**src/rtl/pio_edge_capture_bank.sv**
```systemverilog
// pio_edge_capture_bank: Avalon-MM input PIO with synchroniser, per-bit edge
// select, write-one-to-clear edge capture, readable IRQ status and a level IRQ.
// Optional per-bit debounce is built when PIO_DEBOUNCE_EN is defined; without it
// the debounce period register at address 7 reads 0 and ignores writes.
module pio_edge_capture_bank #(
    parameter int              WIDTH       = 10,
    parameter int              SYNC_STAGES = 2,
    parameter int              DB_W        = 16,
    parameter logic [DB_W-1:0] DB_RESET    = 16'd1000
) (
    input  logic             clk,
    input  logic             reset_n,
    input  logic [2:0]       address,
    input  logic             chipselect,
    input  logic             write_n,
    input  logic [31:0]      writedata,
    output logic [31:0]      readdata,
    input  logic [WIDTH-1:0] in_port,
    output logic             irq
);

    localparam logic [WIDTH-1:0] W_ZERO = {WIDTH{1'b0}};
    localparam logic [WIDTH-1:0] W_ONES = {WIDTH{1'b1}};

    // Parameter sanity: a bad build should stop at elaboration, not in silicon.
    if (WIDTH < 1 || WIDTH > 32 || SYNC_STAGES < 2 || DB_W < 1 || DB_W > 32 ||
        $bits(DB_RESET) != DB_W) begin : g_param_err
        $error("pio_edge_capture_bank: illegal parameter combination");
    end

    // Zero-extend a channel vector onto the 32-bit read bus.
    function automatic logic [31:0] zext_w(input logic [WIDTH-1:0] v);
        logic [31:0] r;
        r = 32'd0;
        r[WIDTH-1:0] = v;
        return r;
    endfunction

    // Bus decode
    logic             w_wr;
    logic             w_wr_mask;
    logic             w_wr_cap;
    logic             w_wr_rise;
    logic             w_wr_fall;
    logic [WIDTH-1:0] w_wdata;
    logic             w_unused;

    assign w_wr      = chipselect & ~write_n;
    assign w_wr_mask = w_wr & (address == 3'd2);
    assign w_wr_cap  = w_wr & (address == 3'd3);
    assign w_wr_rise = w_wr & (address == 3'd4);
    assign w_wr_fall = w_wr & (address == 3'd5);
    assign w_wdata   = writedata[WIDTH-1:0];
    // Upper write-data bits are don't-care for narrow banks.
    assign w_unused  = ^writedata;

    // Synchroniser
    logic [SYNC_STAGES-1:0][WIDTH-1:0] r_sync;
    logic [WIDTH-1:0]                  w_sync_out;

    assign w_sync_out = r_sync[SYNC_STAGES-1];

    // Shift the asynchronous inputs through the synchroniser chain.
    always_ff @(posedge clk or negedge reset_n) begin
        if (!reset_n) begin
            r_sync <= {(SYNC_STAGES*WIDTH){1'b0}};
        end else begin
            r_sync <= {r_sync[SYNC_STAGES-2:0], in_port};
        end
    end

    // Value feeding the level register: debounced or straight from the chain.
    logic [WIDTH-1:0] w_db_out;
    logic [31:0]      w_db_rd;

`ifdef PIO_DEBOUNCE_EN
    localparam logic [DB_W-1:0] DB_ZERO = {DB_W{1'b0}};
    localparam logic [DB_W-1:0] DB_ONE  = {{(DB_W-1){1'b0}}, 1'b1};

    logic [WIDTH-1:0][DB_W-1:0] r_cnt;
    logic [WIDTH-1:0][DB_W-1:0] w_cnt_inc;
    logic [WIDTH-1:0]           r_stable;
    logic [DB_W-1:0]            r_db_period;
    logic                       w_wr_db;

    assign w_wr_db  = w_wr & (address == 3'd7);
    assign w_db_out = r_stable;

    // Next count value per channel, kept at counter width.
    always_comb begin
        w_cnt_inc = {(WIDTH*DB_W){1'b0}};
        for (int i = 0; i < WIDTH; i++) begin
            w_cnt_inc[i] = r_cnt[i] + DB_ONE;
        end
    end

    // Zero-extend the period for read-back.
    always_comb begin
        w_db_rd = 32'd0;
        w_db_rd[DB_W-1:0] = r_db_period;
    end

    // Debounce period register.
    always_ff @(posedge clk or negedge reset_n) begin
        if (!reset_n) begin
            r_db_period <= DB_RESET;
        end else if (w_wr_db) begin
            r_db_period <= writedata[DB_W-1:0];
        end else begin
            r_db_period <= r_db_period;
        end
    end

    // Per-channel stability counters; a change commits only after it has
    // persisted for db_period clocks, any glitch restarts the count, and a
    // period of zero turns the stage into a plain one-clock delay.
    always_ff @(posedge clk or negedge reset_n) begin
        if (!reset_n) begin
            r_cnt    <= {(WIDTH*DB_W){1'b0}};
            r_stable <= W_ZERO;
        end else begin
            for (int i = 0; i < WIDTH; i++) begin
                if (w_wr_db) begin
                    r_cnt[i] <= DB_ZERO;
                end else if (w_sync_out[i] == r_stable[i]) begin
                    r_cnt[i] <= DB_ZERO;
                end else if ((r_db_period == DB_ZERO) || (w_cnt_inc[i] == r_db_period)) begin
                    r_stable[i] <= w_sync_out[i];
                    r_cnt[i]    <= DB_ZERO;
                end else begin
                    r_cnt[i] <= w_cnt_inc[i];
                end
            end
        end
    end
`else
    assign w_db_out = w_sync_out;
    assign w_db_rd  = 32'd0;
`endif

    // Core registers
    logic [WIDTH-1:0] r_level;
    logic [WIDTH-1:0] r_prev;
    logic [WIDTH-1:0] r_irq_mask;
    logic [WIDTH-1:0] r_edge_capture;
    logic [WIDTH-1:0] r_rise_en;
    logic [WIDTH-1:0] r_fall_en;
    logic [WIDTH-1:0] w_rise;
    logic [WIDTH-1:0] w_fall;
    logic [WIDTH-1:0] w_w1c;
    logic [WIDTH-1:0] w_status;

    assign w_rise   = r_level & ~r_prev & r_rise_en;
    assign w_fall   = ~r_level & r_prev & r_fall_en;
    assign w_status = r_edge_capture & r_irq_mask;
    assign irq      = |w_status;

    // Clear mask only exists on a write to the capture register.
    always_comb begin
        if (w_wr_cap) begin
            w_w1c = w_wdata;
        end else begin
            w_w1c = W_ZERO;
        end
    end

    // Level/previous pipeline for edge detection.
    always_ff @(posedge clk or negedge reset_n) begin
        if (!reset_n) begin
            r_level <= W_ZERO;
            r_prev  <= W_ZERO;
        end else begin
            r_level <= w_db_out;
            r_prev  <= r_level;
        end
    end

    // Software-writable control registers.
    always_ff @(posedge clk or negedge reset_n) begin
        if (!reset_n) begin
            r_irq_mask <= W_ZERO;
            r_rise_en  <= W_ONES;
            r_fall_en  <= W_ONES;
        end else begin
            r_irq_mask <= w_wr_mask ? w_wdata : r_irq_mask;
            r_rise_en  <= w_wr_rise ? w_wdata : r_rise_en;
            r_fall_en  <= w_wr_fall ? w_wdata : r_fall_en;
        end
    end

    // Edge capture: a new edge overrides a same-cycle clear so no event is lost.
    always_ff @(posedge clk or negedge reset_n) begin
        if (!reset_n) begin
            r_edge_capture <= W_ZERO;
        end else begin
            r_edge_capture <= (r_edge_capture & ~w_w1c) | w_rise | w_fall;
        end
    end

    // Read mux, evaluated every cycle regardless of chipselect.
    logic [31:0] w_rd_mux;
    always_comb begin
        w_rd_mux = 32'd0;
        case (address)
            3'd0:    w_rd_mux = zext_w(r_level);
            3'd2:    w_rd_mux = zext_w(r_irq_mask);
            3'd3:    w_rd_mux = zext_w(r_edge_capture);
            3'd4:    w_rd_mux = zext_w(r_rise_en);
            3'd5:    w_rd_mux = zext_w(r_fall_en);
            3'd6:    w_rd_mux = zext_w(w_status);
            3'd7:    w_rd_mux = w_db_rd;
            default: w_rd_mux = 32'd0;
        endcase
    end

    // Registered read data, one cycle after the address is presented.
    always_ff @(posedge clk or negedge reset_n) begin
        if (!reset_n) begin
            readdata <= 32'd0;
        end else begin
            readdata <= w_rd_mux;
        end
    end

endmodule

```
**config.mk**
```make
export PLATFORM = sky130hd
export DESIGN_NAME = pio_edge_capture_bank
export DESIGN_NICKNAME = d
export VERILOG_FILES = /design/src/rtl/pio_edge_capture_bank.sv
export SDC_FILE = /design/constraint.sdc
export NUM_CORES = 1
export LEC_CHECK = 0
export CAP_MARGIN = 0
export CORE_MARGIN = 3
export CORE_UTILIZATION = 39
export CTS_BUF_LIST = sky130_fd_sc_hd__clkbuf_4
export CTS_CLUSTER_DIAMETER = 60
export DETAILED_ROUTE_END_ITERATION = 16
export GPL_TIMING_DRIVEN = 0
export MAX_ROUTING_LAYER = met4
export PLACE_DENSITY = 0.66
export SYNTH_ARGS = -nofsm -noshare
export SYNTH_HDL_FRONTEND = slang
export SYNTH_SLANG_ARGS = --single-unit
```
**constraint.sdc**
```tcl
create_clock -name clk -period 3.77 [get_ports clk]
set_clock_uncertainty 0.2 [all_clocks]
set_input_delay 0.9425 -clock clk [delete_from_list [all_inputs] [get_ports clk]]
set_output_delay 0.9425 -clock clk [all_outputs]
set_load 0.01 [all_outputs]
```
Word-level counts from Yosys, hierarchy flattened
Cells that the tools add are included.

storage, ports and cells
  register bits after elaboration = 112
  bits of input ports = 49
  output and inout port bits = 33
  logic and storage cells = 35

operators by class
  eq/ne operators = 5
  multiplexer cells = 2
  bitwise gates (word level) = 17
  reduce and logical (&&, ||, !) cells = 2

operators by type and width
  cell                count
  $and 10x10->10      6
  $pmux 10 s6         1
  $not 10->10         3
  $or 10x10->10       2
  $mux 10             1
  $reduce_or 10->1    1
  $eq 3x3->1 const B  3
  $eq 3x2->1 const B  2
  $and 1x1->1         5
  $logic_not 3->1     1
  $not 1->1           1

Longest topological paths before layout
Gate-level depths: netlist of the first run.

  depth after elaboration = 8
  gate-level depth with buffers = 6
  depth with buffers taken out = 3

Least setup slack after synthesis of the first run
OpenSTA, ideal clock, no wires.

  path type = input to register
  from = input address[2]
  to = register r_irq_mask[0]
  library setup time = 0.125 ns
  data arrival time = 1.893 ns
  data required time = 3.445 ns
  setup slack = 1.552 ns
  cell stages on the path = 5
  cell sequence = buf_6 -> and4bb_1 -> nor2b_4 -> buf_6 -> mux2_4

on the way
  longest elaborated chain between the ends = 2

RTL lines
  what                    RTL line  RTL
  start: declaration      13        input logic [2:0] address,
  $eq 3x2->1              49        assign w_wr_mask = w_wr & (address == 3'd2);
  $and 1x1->1             49
  end signal: assignment  185       r_irq_mask <= w_wr_mask ? w_wdata : r_irq_mask;
  end: declaration        144       logic [WIDTH-1:0] r_irq_mask;

No other way between the ends.
A chain may end at the register's enable or synchronous reset.

Worst setup path in the final report of the first run
  from = register r_irq_mask[2]
  to = output irq

on the way
  longest elaborated chain between the ends = 2

RTL lines
  what              RTL line  RTL
  $and 10x10->10    155       assign w_status = r_edge_capture & r_irq_mask;
  $reduce_or 10->1  156       assign irq = |w_status;
  end: declaration  19        output logic irq

No other way between the ends.

==> impl_metrics.ini, run 1 <==
[status]
status = complete, no violations

[setup_path]
crit_required_ns = 2.63
timing.rr.end = readdata[9]
arrival_ns = 2.06
path_class = reg2out
worstReg2RegStart = r_rise_en[9]
crit_fanout = 4
start_kind = flop
ff2ff_path_depth = 3
endpoint_kind = output pin
rrSetupSlack_ns = 2.29

[clock_tree]
clock_latency_ns = 0.42
cts-root-buf = clkbuf_4
cts_hold_buf = 0
clk_pin_slew_worst_paths_ns = 0.12
clock-sinks = 90
cts_tree = yes
postCtsSetupRepairBufs = 0
numCtsBuffers = 9
post_cts_resized = 0
htree_levels = 3
clock_path_buffers = 2

[global_route]
overflow = 0
gr-usage-met3_pct = 4.01
first_global_vias = 2440
met1_usage_pct = 20.7
grt_max_degree = 50
grtUsageTotal_pct = 15.2
antenna_found_initial = 0
grt_pass1_wl_um = 12800
use_met2_pct = 22.3
busiest_layer = met2

[floorplanning]
die_h_um = 105
die_area_um2 = 11000
io_pins = 82
fp-row-count = 35
core_region_area_um2 = 9370
start_util_pct = 40.8
die_x_um = 105

[worst_hold_path]
holdPathEnd = r_level[6]
hold_path_depth = 0
hold_path.startpoint = w_db_out[6]
hold_path.class = reg2reg

[final_layout]
nets = 415
layout-drive-gt1-share_pct = 28.3
syn2layout_area_growth_pct = 19.2
diodes = 0

[timing]
worstMarginPinSlew_ns = 0.548
finalHoldViolations = 0
holdWs_ns = 0.161
max_slew_margin_pct = 63.5
finalCriticalPeriod_ns = 3.20
period_share_pct = 85.0
rsz0062_at_grt = no
drv_slew = 0
layout_setup_ws_ns = 0.567
setup_violations = 0
fmax_mhz = 312

[detailed_routing]
first_pass_iters = 5
routedWlPerCell_um = 15.5
drc_errors = 0
drt_iter0_drc = 150
drt.antenna.violating_nets = 0
drt_wl_total_um = 7740
via_per_inst = 5.01
via_count = 2505

[yosys]
synth_cell_types = 40
synth_edf_count = 0
synth-warning-count = 0
synthCells = 297
synthArstFlopShare_pct = 100
synth_ff_type = dfrtp_1
yosysSeqAreaShare_pct = 59.6
ys_ff_latch = 90
synth_area_per_cell_um2 = 12.9
synth_area_um2 = 3820

[power]
power_leakage_nw = 1.93
power_density_nw_per_um2 = 445
vdd_drop_max_v = 0.000164

[flow_run]
max_cap_viol_count = 0

[place]
place_ws_ns = 0.925
place.gp.congestion = 0.799
portBuffers = 36
place_hpwl_um = 5240
through the flow:
stage | util (%) | power [mW] | setup TNS, ns | std cells | instance area [um^2]
floorplan | - | 1.44 | 0 | 318 | 3900
global placement | 47.2 | 1.58 | -122.73 | 483 | 4420
detailed placement | 47.4 | 1.60 | 0 | 484 | 4450
CTS | 48.6 | 2.06 | 0 | 500 | 4550
global route | 48.6 | 2.14 | 0 | 500 | 4550
finish | 48.6 | 2.03 | 0 | 500 | 4550
flip-flops by register name, summed over array words and instances, names as in the netlist:
register,cells
r_edge_capture,10
r_fall_en,10
r_irq_mask,10
r_level,10
r_prev,10
r_rise_en,10
r_sync,10
readdata,10
w_db_out,10
cell type report:
cell class,count,area (um^2)
Fill cell,859,4820
Sequential cell,90,2280
Multi-Input combinational cell,189,1360
Timing Repair Buffer,37,385
Buffer,38,262
Tap cell,129,161
Clock buffer,12,90.1
Clock inverter,4,18.8
Inverter,1,3.75
power breakdown:
| group | internal, mW | switching, mW |
|---|---|---|
| sequential | 1.13 | 0.0908 |
| combinational | 0.211 | 0.153 |
| clock | 0.152 | 0.292 |
worst max path at each step:
stage	from	endpoint	slack, ns	cells after the start
after floorplan	address[2]	r_irq_mask[0]	1.55	5
after detailed placement	address[2]	r_rise_en[2]	0.92	5
final	r_irq_mask[2]	irq	0.57	4
after global placement	reset_n	r_level[2]	-1.60	1
after global routing	r_irq_mask[2]	irq	0.42	4
after CTS	r_irq_mask[2]	irq	0.53	4
critical path, cell delays in order (launching register included):
cell and delay (ns):
dfrtp_1 0.44, a22o_1 0.27, a211oi_1 0.26, nand4_1 0.17
clkdlybuf4s50_1 0.51
synth_stat cells, types with 7 or more instances:
| library cell | instances | area share [%] |
|---|---|---|
| nand3b_1 | 10 | 2.0 |
| dfrtp_1 | 70 | 46 |
| nor2b_1 | 9 | 1.5 |
| dfstp_2 | 20 | 14 |
| mux2_4 | 10 | 3.9 |
| nand3_1 | 12 | 1.6 |
| buf_4 | 24 | 4.7 |
| buf_2 | 11 | 1.4 |
| o21ai_0 | 13 | 1.7 |
| o221ai_1 | 7 | 1.6 |
| a21o_1 | 12 | 2.4 |
| mux2_2 | 20 | 5.9 |
| nand2_1 | 21 | 2.1 |
layout by cell type, fill, tap and decap left out, types with 2 or more instances in the layout:
cell type / netlist / routed
dfrtp_1: 70 / 70
clkdlybuf4s50_1: 0 / 35
buf_4: 24 / 25
conb_1: 1 / 22
nand2_1: 21 / 21
mux2_2: 20 / 20
dfstp_2: 20 / 20
o21ai_0: 13 / 13
nand3_1: 12 / 12
a21o_1: 12 / 12
clkbuf_4: 0 / 12
buf_2: 11 / 11
nand3b_1: 10 / 10
mux2_4: 10 / 10
nor2b_1: 9 / 9
o221ai_1: 7 / 7
nand2b_1: 6 / 6
nor3_1: 6 / 6
a311oi_1: 6 / 6
a22oi_1: 6 / 6
o21a_1: 5 / 5
nor3b_1: 3 / 3
clkinv_1: 0 / 3
buf_6: 2 / 2
nor2b_4: 2 / 2
mux2i_1: 2 / 2
a32oi_1: 2 / 2
and3_1: 2 / 2
per-layer routing:
metal	share of wire, %	wire [um]	vias up
met5	0	0	-
met3	6.7	520	12
met4	1.1	86	0
met2	46	3590	96
li1	-	-	1158
met1	46	3550	1239
logic make-up (layout without fill, tap and decap cells):
kind of cell,count (synthesis),after routing,synth area share (%)
DFF,90,90,59.6
and+or+nand+nor,76,76,11.7
AOI/OAI and AO/OA,59,59,11.3
buffers and inverters,39,92,6.94
muxes,32,32,10.4
other,1,22,0.0982
Power figures use the tool's default switching activity.
==> inputs of run 2 (changes only) <==
==> constraint.sdc (replaced) <==
create_clock -name clk -period 2.95 [get_ports clk]
set_clock_uncertainty 0.2 [all_clocks]
set_input_delay 0.7375 -clock clk [delete_from_list [all_inputs] [get_ports clk]]
set_output_delay 0.7375 -clock clk [all_outputs]
set_load 0.01 [all_outputs]
==> run 2 against run 1 <==
  * Register-to-register slack worse by 0.82 ns
  * First-iteration DRC count up 2.0%
  * Sequential power up 28%
  * Non-clock buffer count unchanged
  * Hold slack worse by 0.058 ns
  * Power up 28%
==> impl_metrics.ini, run 2 (synthesis results as in run 1) <==
[status]
status = complete, no violations

[setup_path]
slowest_stage = dfrtp_1
worstReg2RegStart = r_rise_en[9]
path_class = reg2out
crit_chain = a22o_1, a211oi_2, nand4_1, dlygate4sd2_1
endpoint_kind = output pin
timing.rr.end = readdata[9]
rrSetupSlack_ns = 1.47
start_kind = flop
ff2ff_path_depth = 3
critPathMaxStageDelay_ns = 0.43
arrival_ns = 1.77
crit_required_ns = 2.01
crit_fanout = 4

[final_layout]
fin_util_pct = 48.6
nets = 415
final_cell_mix = dfrtp_1, clkdlybuf4s50_1, buf_4
layout-drive-gt1-share_pct = 28.6
diodes = 0
multi_input_area_um2 = 1360
nFillCells = 860
layout_commonest_cell = dfrtp_1
syn2layout_area_growth_pct = 19.3
seq_area_um2 = 2280

[place]
place.gp.congestion = 0.799
place_hpwl_um = 5240
place_ws_ns = 0.310
portBuffers = 36

[floorplanning]
start_util_pct = 40.8
die_h_um = 105
die_area_um2 = 11000
io_pins = 82
core_region_area_um2 = 9370
die_x_um = 105
fp-row-count = 35

[timing]
finalHoldViolations = 0
worstMarginPinSlew_ns = 0.556
setup_violations = 0
finalCriticalPeriod_ns = 2.71
drv_slew = 0
rsz0062_at_grt = no
fmax_mhz = 369
period_share_pct = 91.9
max_slew_margin_pct = 62.9
layout_setup_ws_ns = 0.240

[clock_tree]
clk_pin_slew_worst_paths_ns = 0.12
numCtsBuffers = 9
cts_tree = yes
cts_hold_buf = 0
clock_path_buffers = 2
cts-root-buf = clkbuf_4
clock_latency_ns = 0.41
post_cts_resized = 2
htree_levels = 3
clock-sinks = 90
postCtsSetupRepairBufs = 0

[detailed_routing]
drt_wl_total_um = 7730
routedWlPerCell_um = 15.5
via_per_inst = 4.97
via_count = 2484
drt.antenna.violating_nets = 0
drc_errors = 0
first_pass_iters = 4
drt_iter0_drc = 153

[global_route]
overflow = 0
antenna_found_initial = 0
first_global_vias = 2442
grt_pass1_wl_um = 12800
grt_max_degree = 50
grtUsageTotal_pct = 15.2

[power]
vdd_drop_max_v = 0.000210
power_leakage_nw = 1.93
power_density_nw_per_um2 = 568

[worst_hold_path]
hold_path.class = in2async

[flow_run]
max_cap_viol_count = 0
-- run 2: critical path, delay by kind of cell (launching register included) --
family / cells / cell delay [ns]
AOI/OAI and AO/OA: 2 / 0.47
buffers and inverters: 1 / 0.32
DFF: 1 / 0.43
and+or+nand+nor: 1 / 0.15
-- run 2: cell type report --
type / count / share of cell area [%]
sequential: 90 / 50.0
multi-input combinational: 189 / 29.9
timing repair buffer: 37 / 8.43
buffer: 38 / 5.74
tap: 129 / 3.54
clock buffer: 12 / 1.98
clock inverter: 4 / 0.412
inverter: 1 / 0.0823
-- run 2: power breakdown --
part | total (mW) | switching, mW | internal [mW] | leakage, nW
Clock | 0.565 | 0.370 | 0.195 | 0.0601
Sequential | 1.56 | 0.117 | 1.44 | 1.01
Combinational | 0.468 | 0.198 | 0.270 | 0.853
Total | 2.59 | 0.685 | 1.90 | 1.93
-- run 2: worst max path at each step --
stage	start	endpoint	slack, ns	depth (start not counted)
floorplan	address[2]	r_irq_mask[0]	0.94	5
global placement	reset_n	r_level[2]	-2.21	1
detailed placement	address[2]	r_rise_en[2]	0.31	5
CTS	r_irq_mask[2]	irq	0.19	4
global route	r_irq_mask[2]	irq	0.13	4
finish	r_irq_mask[2]	irq	0.24	4
-- run 2: routing by layer --
metal | track usage (%) | up-vias | routed length (um)
li1 | - | 1160 | -
met1 | 20.8 | 1237 | 3550
met2 | 22.3 | 78 | 3650
met3 | 4.01 | 9 | 420
met4 | 4.87 | 0 | 102
met5 | - | - | 0
-- run 2: through the flow --
step / setup TNS (ns) / area, um^2 / power [mW] / hold slack, ns / instances
floorplan: 0 / 3900 / 1.85 / 0.131 / 318
global placement: -178.08 / 4420 / 2.02 / 0.131 / 483
detailed placement: 0 / 4450 / 2.05 / 0.135 / 484
CTS: 0 / 4560 / 2.63 / 0.0861 / 500
global route: 0 / 4560 / 2.74 / 0.0980 / 500
finish: 0 / 4560 / 2.59 / 0.103 / 500
==> inputs of run 3 (changes only) <==
--- a/config.mk
+++ b/config.mk
@@ -6,7 +6,6 @@
 export NUM_CORES = 1
 export LEC_CHECK = 0
 export CAP_MARGIN = 0
-export CORE_MARGIN = 3
 export CORE_UTILIZATION = 39
 export CTS_BUF_LIST = sky130_fd_sc_hd__clkbuf_4
 export CTS_CLUSTER_DIAMETER = 60
==> run 3 against run 2 <==
  * Sequential power is essentially flat
  * Power increased by 0.54%
  * Core utilization about the same
  * Register-to-register slack better by 0.03 ns
  * Maximum frequency decreased by 1.0%
  * Non-clock buffer count did not move
  * Cell area about the same
  * Sequential cell count did not move
  * Routed wire length fell by 0.97%
  * Clock power grew 3%
  * Global-route usage increased by 1.6 points
  * Hold slack got worse by 0.039 ns
==> impl_metrics.ini, run 3 (synthesis results as in run 1) <==
[timing]
worstMarginPinSlew_ns = 0.554
fmax_mhz = 365
finalHoldViolations = 0
drv_slew = 0
setup_violations = 0
finalCriticalPeriod_ns = 2.74
max_slew_margin_pct = 63.1
holdWs_ns = 0.0643
setup_tns_ns = 0
rsz0062_at_grt = no
period_share_pct = 92.8
layout_setup_ws_ns = 0.212

[final_layout]
fin_util_pct = 48.7
design_area_um2 = 4560
nets = 415
layout-drive-gt1-share_pct = 29.1
final_cell_mix = dfrtp_1, clkdlybuf4s50_1, buf_4
syn2layout_area_growth_pct = 19.4
layout_commonest_cell = dfrtp_1
fin_cells = 500
nFillCells = 863
diodes = 0

[detailed_routing]
drt.antenna.violating_nets = 0
via_count = 2516
first_pass_iters = 5
via_per_inst = 5.03
drt_wl_total_um = 7650
routedWlPerCell_um = 15.3
drc_errors = 0
drt_iter0_drc = 137

[power]
power_leakage_nw = 1.92
finalPower_mw = 2.60
swShare_pct = 27.8
clkPwrFrac_pct = 22.3
p_seq_share_pct = 59.8
p_switching_uw = 724
power_density_nw_per_um2 = 571
vdd_drop_max_v = 0.000252
combPwrFrac_pct = 17.9
p_int_mw = 1.88

[place]
place.gp.congestion = 0.830
place_ws_ns = 0.327
place_inst = 484
portBuffers = 36
placed_cell_area_um2 = 4450
place_hpwl_um = 5110

[floorplanning]
fp-row-count = 35
die_x_um = 101
core_region_area_um2 = 9370
start_util_pct = 40.8
io_pins = 82
die_h_um = 101
die_area_um2 = 10200

[clock_tree]
cts_hold_buf = 0
clk_pin_slew_worst_paths_ns = 0.14
clock_path_buffers = 2
numCtsBuffers = 9
cts_tree = yes
cts-root-buf = clkbuf_4
post_cts_resized = 2
clock-sinks = 90
clock_latency_ns = 0.41
htree_levels = 3
postCtsSetupRepairBufs = 0

[setup_path]
start_kind = flop
crit_required_ns = 2.01
arrival_ns = 1.80
critPathMaxStageDelay_ns = 0.44
path_class = reg2out
slowest_stage = dfrtp_1
crit_fanout = 4
crit_chain = a22o_1, a211oi_2, nand4_1, dlygate4sd2_1
endpoint_kind = output pin

[flow_run]
max_cap_viol_count = 0

[global_route]
first_global_vias = 2374
overflow = 0
grt_max_degree = 55
antenna_found_initial = 0
grtUsageTotal_pct = 16.8
grt_pass1_wl_um = 12400

[status]
status = complete, no violations

[worst_hold_path]
hold_path.class = in2async
-- run 3: cell count changes in the layout (fill, tap and decap cells not counted), sizes merged --
cell      delta
clkbuf       -3
clkinvlp     +2
inv          +1
-- run 3: layout make-up --
type / instances / area, um^2 / share of cell area (%)
Sequential cell: 90 / 2280 / 49.9
Tap cell: 129 / 161 / 3.54
Multi-Input combinational cell: 189 / 1360 / 29.8
Clock inverter: 7 / 45.0 / 0.987
Clock buffer: 9 / 67.6 / 1.48
Inverter: 1 / 3.75 / 0.0823
Timing Repair Buffer: 37 / 384 / 8.42
Buffer: 38 / 262 / 5.73
-- run 3: power groups by stage --
stage | combinational [mW] | sequential (mW) | clock (mW)
after floorplan | 0.294 | 1.55 | 0
after global placement | 0.450 | 1.57 | 0
after detailed placement | 0.466 | 1.58 | 0
after CTS | 0.469 | 1.56 | 0.612
after global routing | 0.511 | 1.58 | 0.662
final | 0.465 | 1.56 | 0.582
-- run 3: final timing paths --
kind | endpoint | cells past startpoint | startpoint | slack, ns
worst max-delay path | irq | 4 | r_irq_mask[2] | 0.21
worst min-delay path | r_prev[3] | 1 | reset_n | 0.06
worst max register to register | readdata[9] | 3 | r_rise_en[9] | 1.50
worst min register to register | r_level[9] | 0 | w_db_out[9] | 0.16
max in group asynchronous | r_rise_en[6] | 2 | reset_n | 1.80
min in group clk | r_level[9] | 0 | w_db_out[9] | 0.16
-- run 3: critical path, delay by kind of cell, from the launching register on --
kind	cells	cell delay, ns
DFF	1	0.44
and+or+nand+nor	1	0.16
buffers and inverters	1	0.32
AOI/OAI and AO/OA	2	0.46
-- run 3: metal layers --
layer,GRT usage (%),up-vias,wire [um]
met2,25.7,94,3490
met5,-,-,0
met1,22.7,1253,3610
met3,4.02,10,450
li1,-,1159,-
met4,4.35,0,93
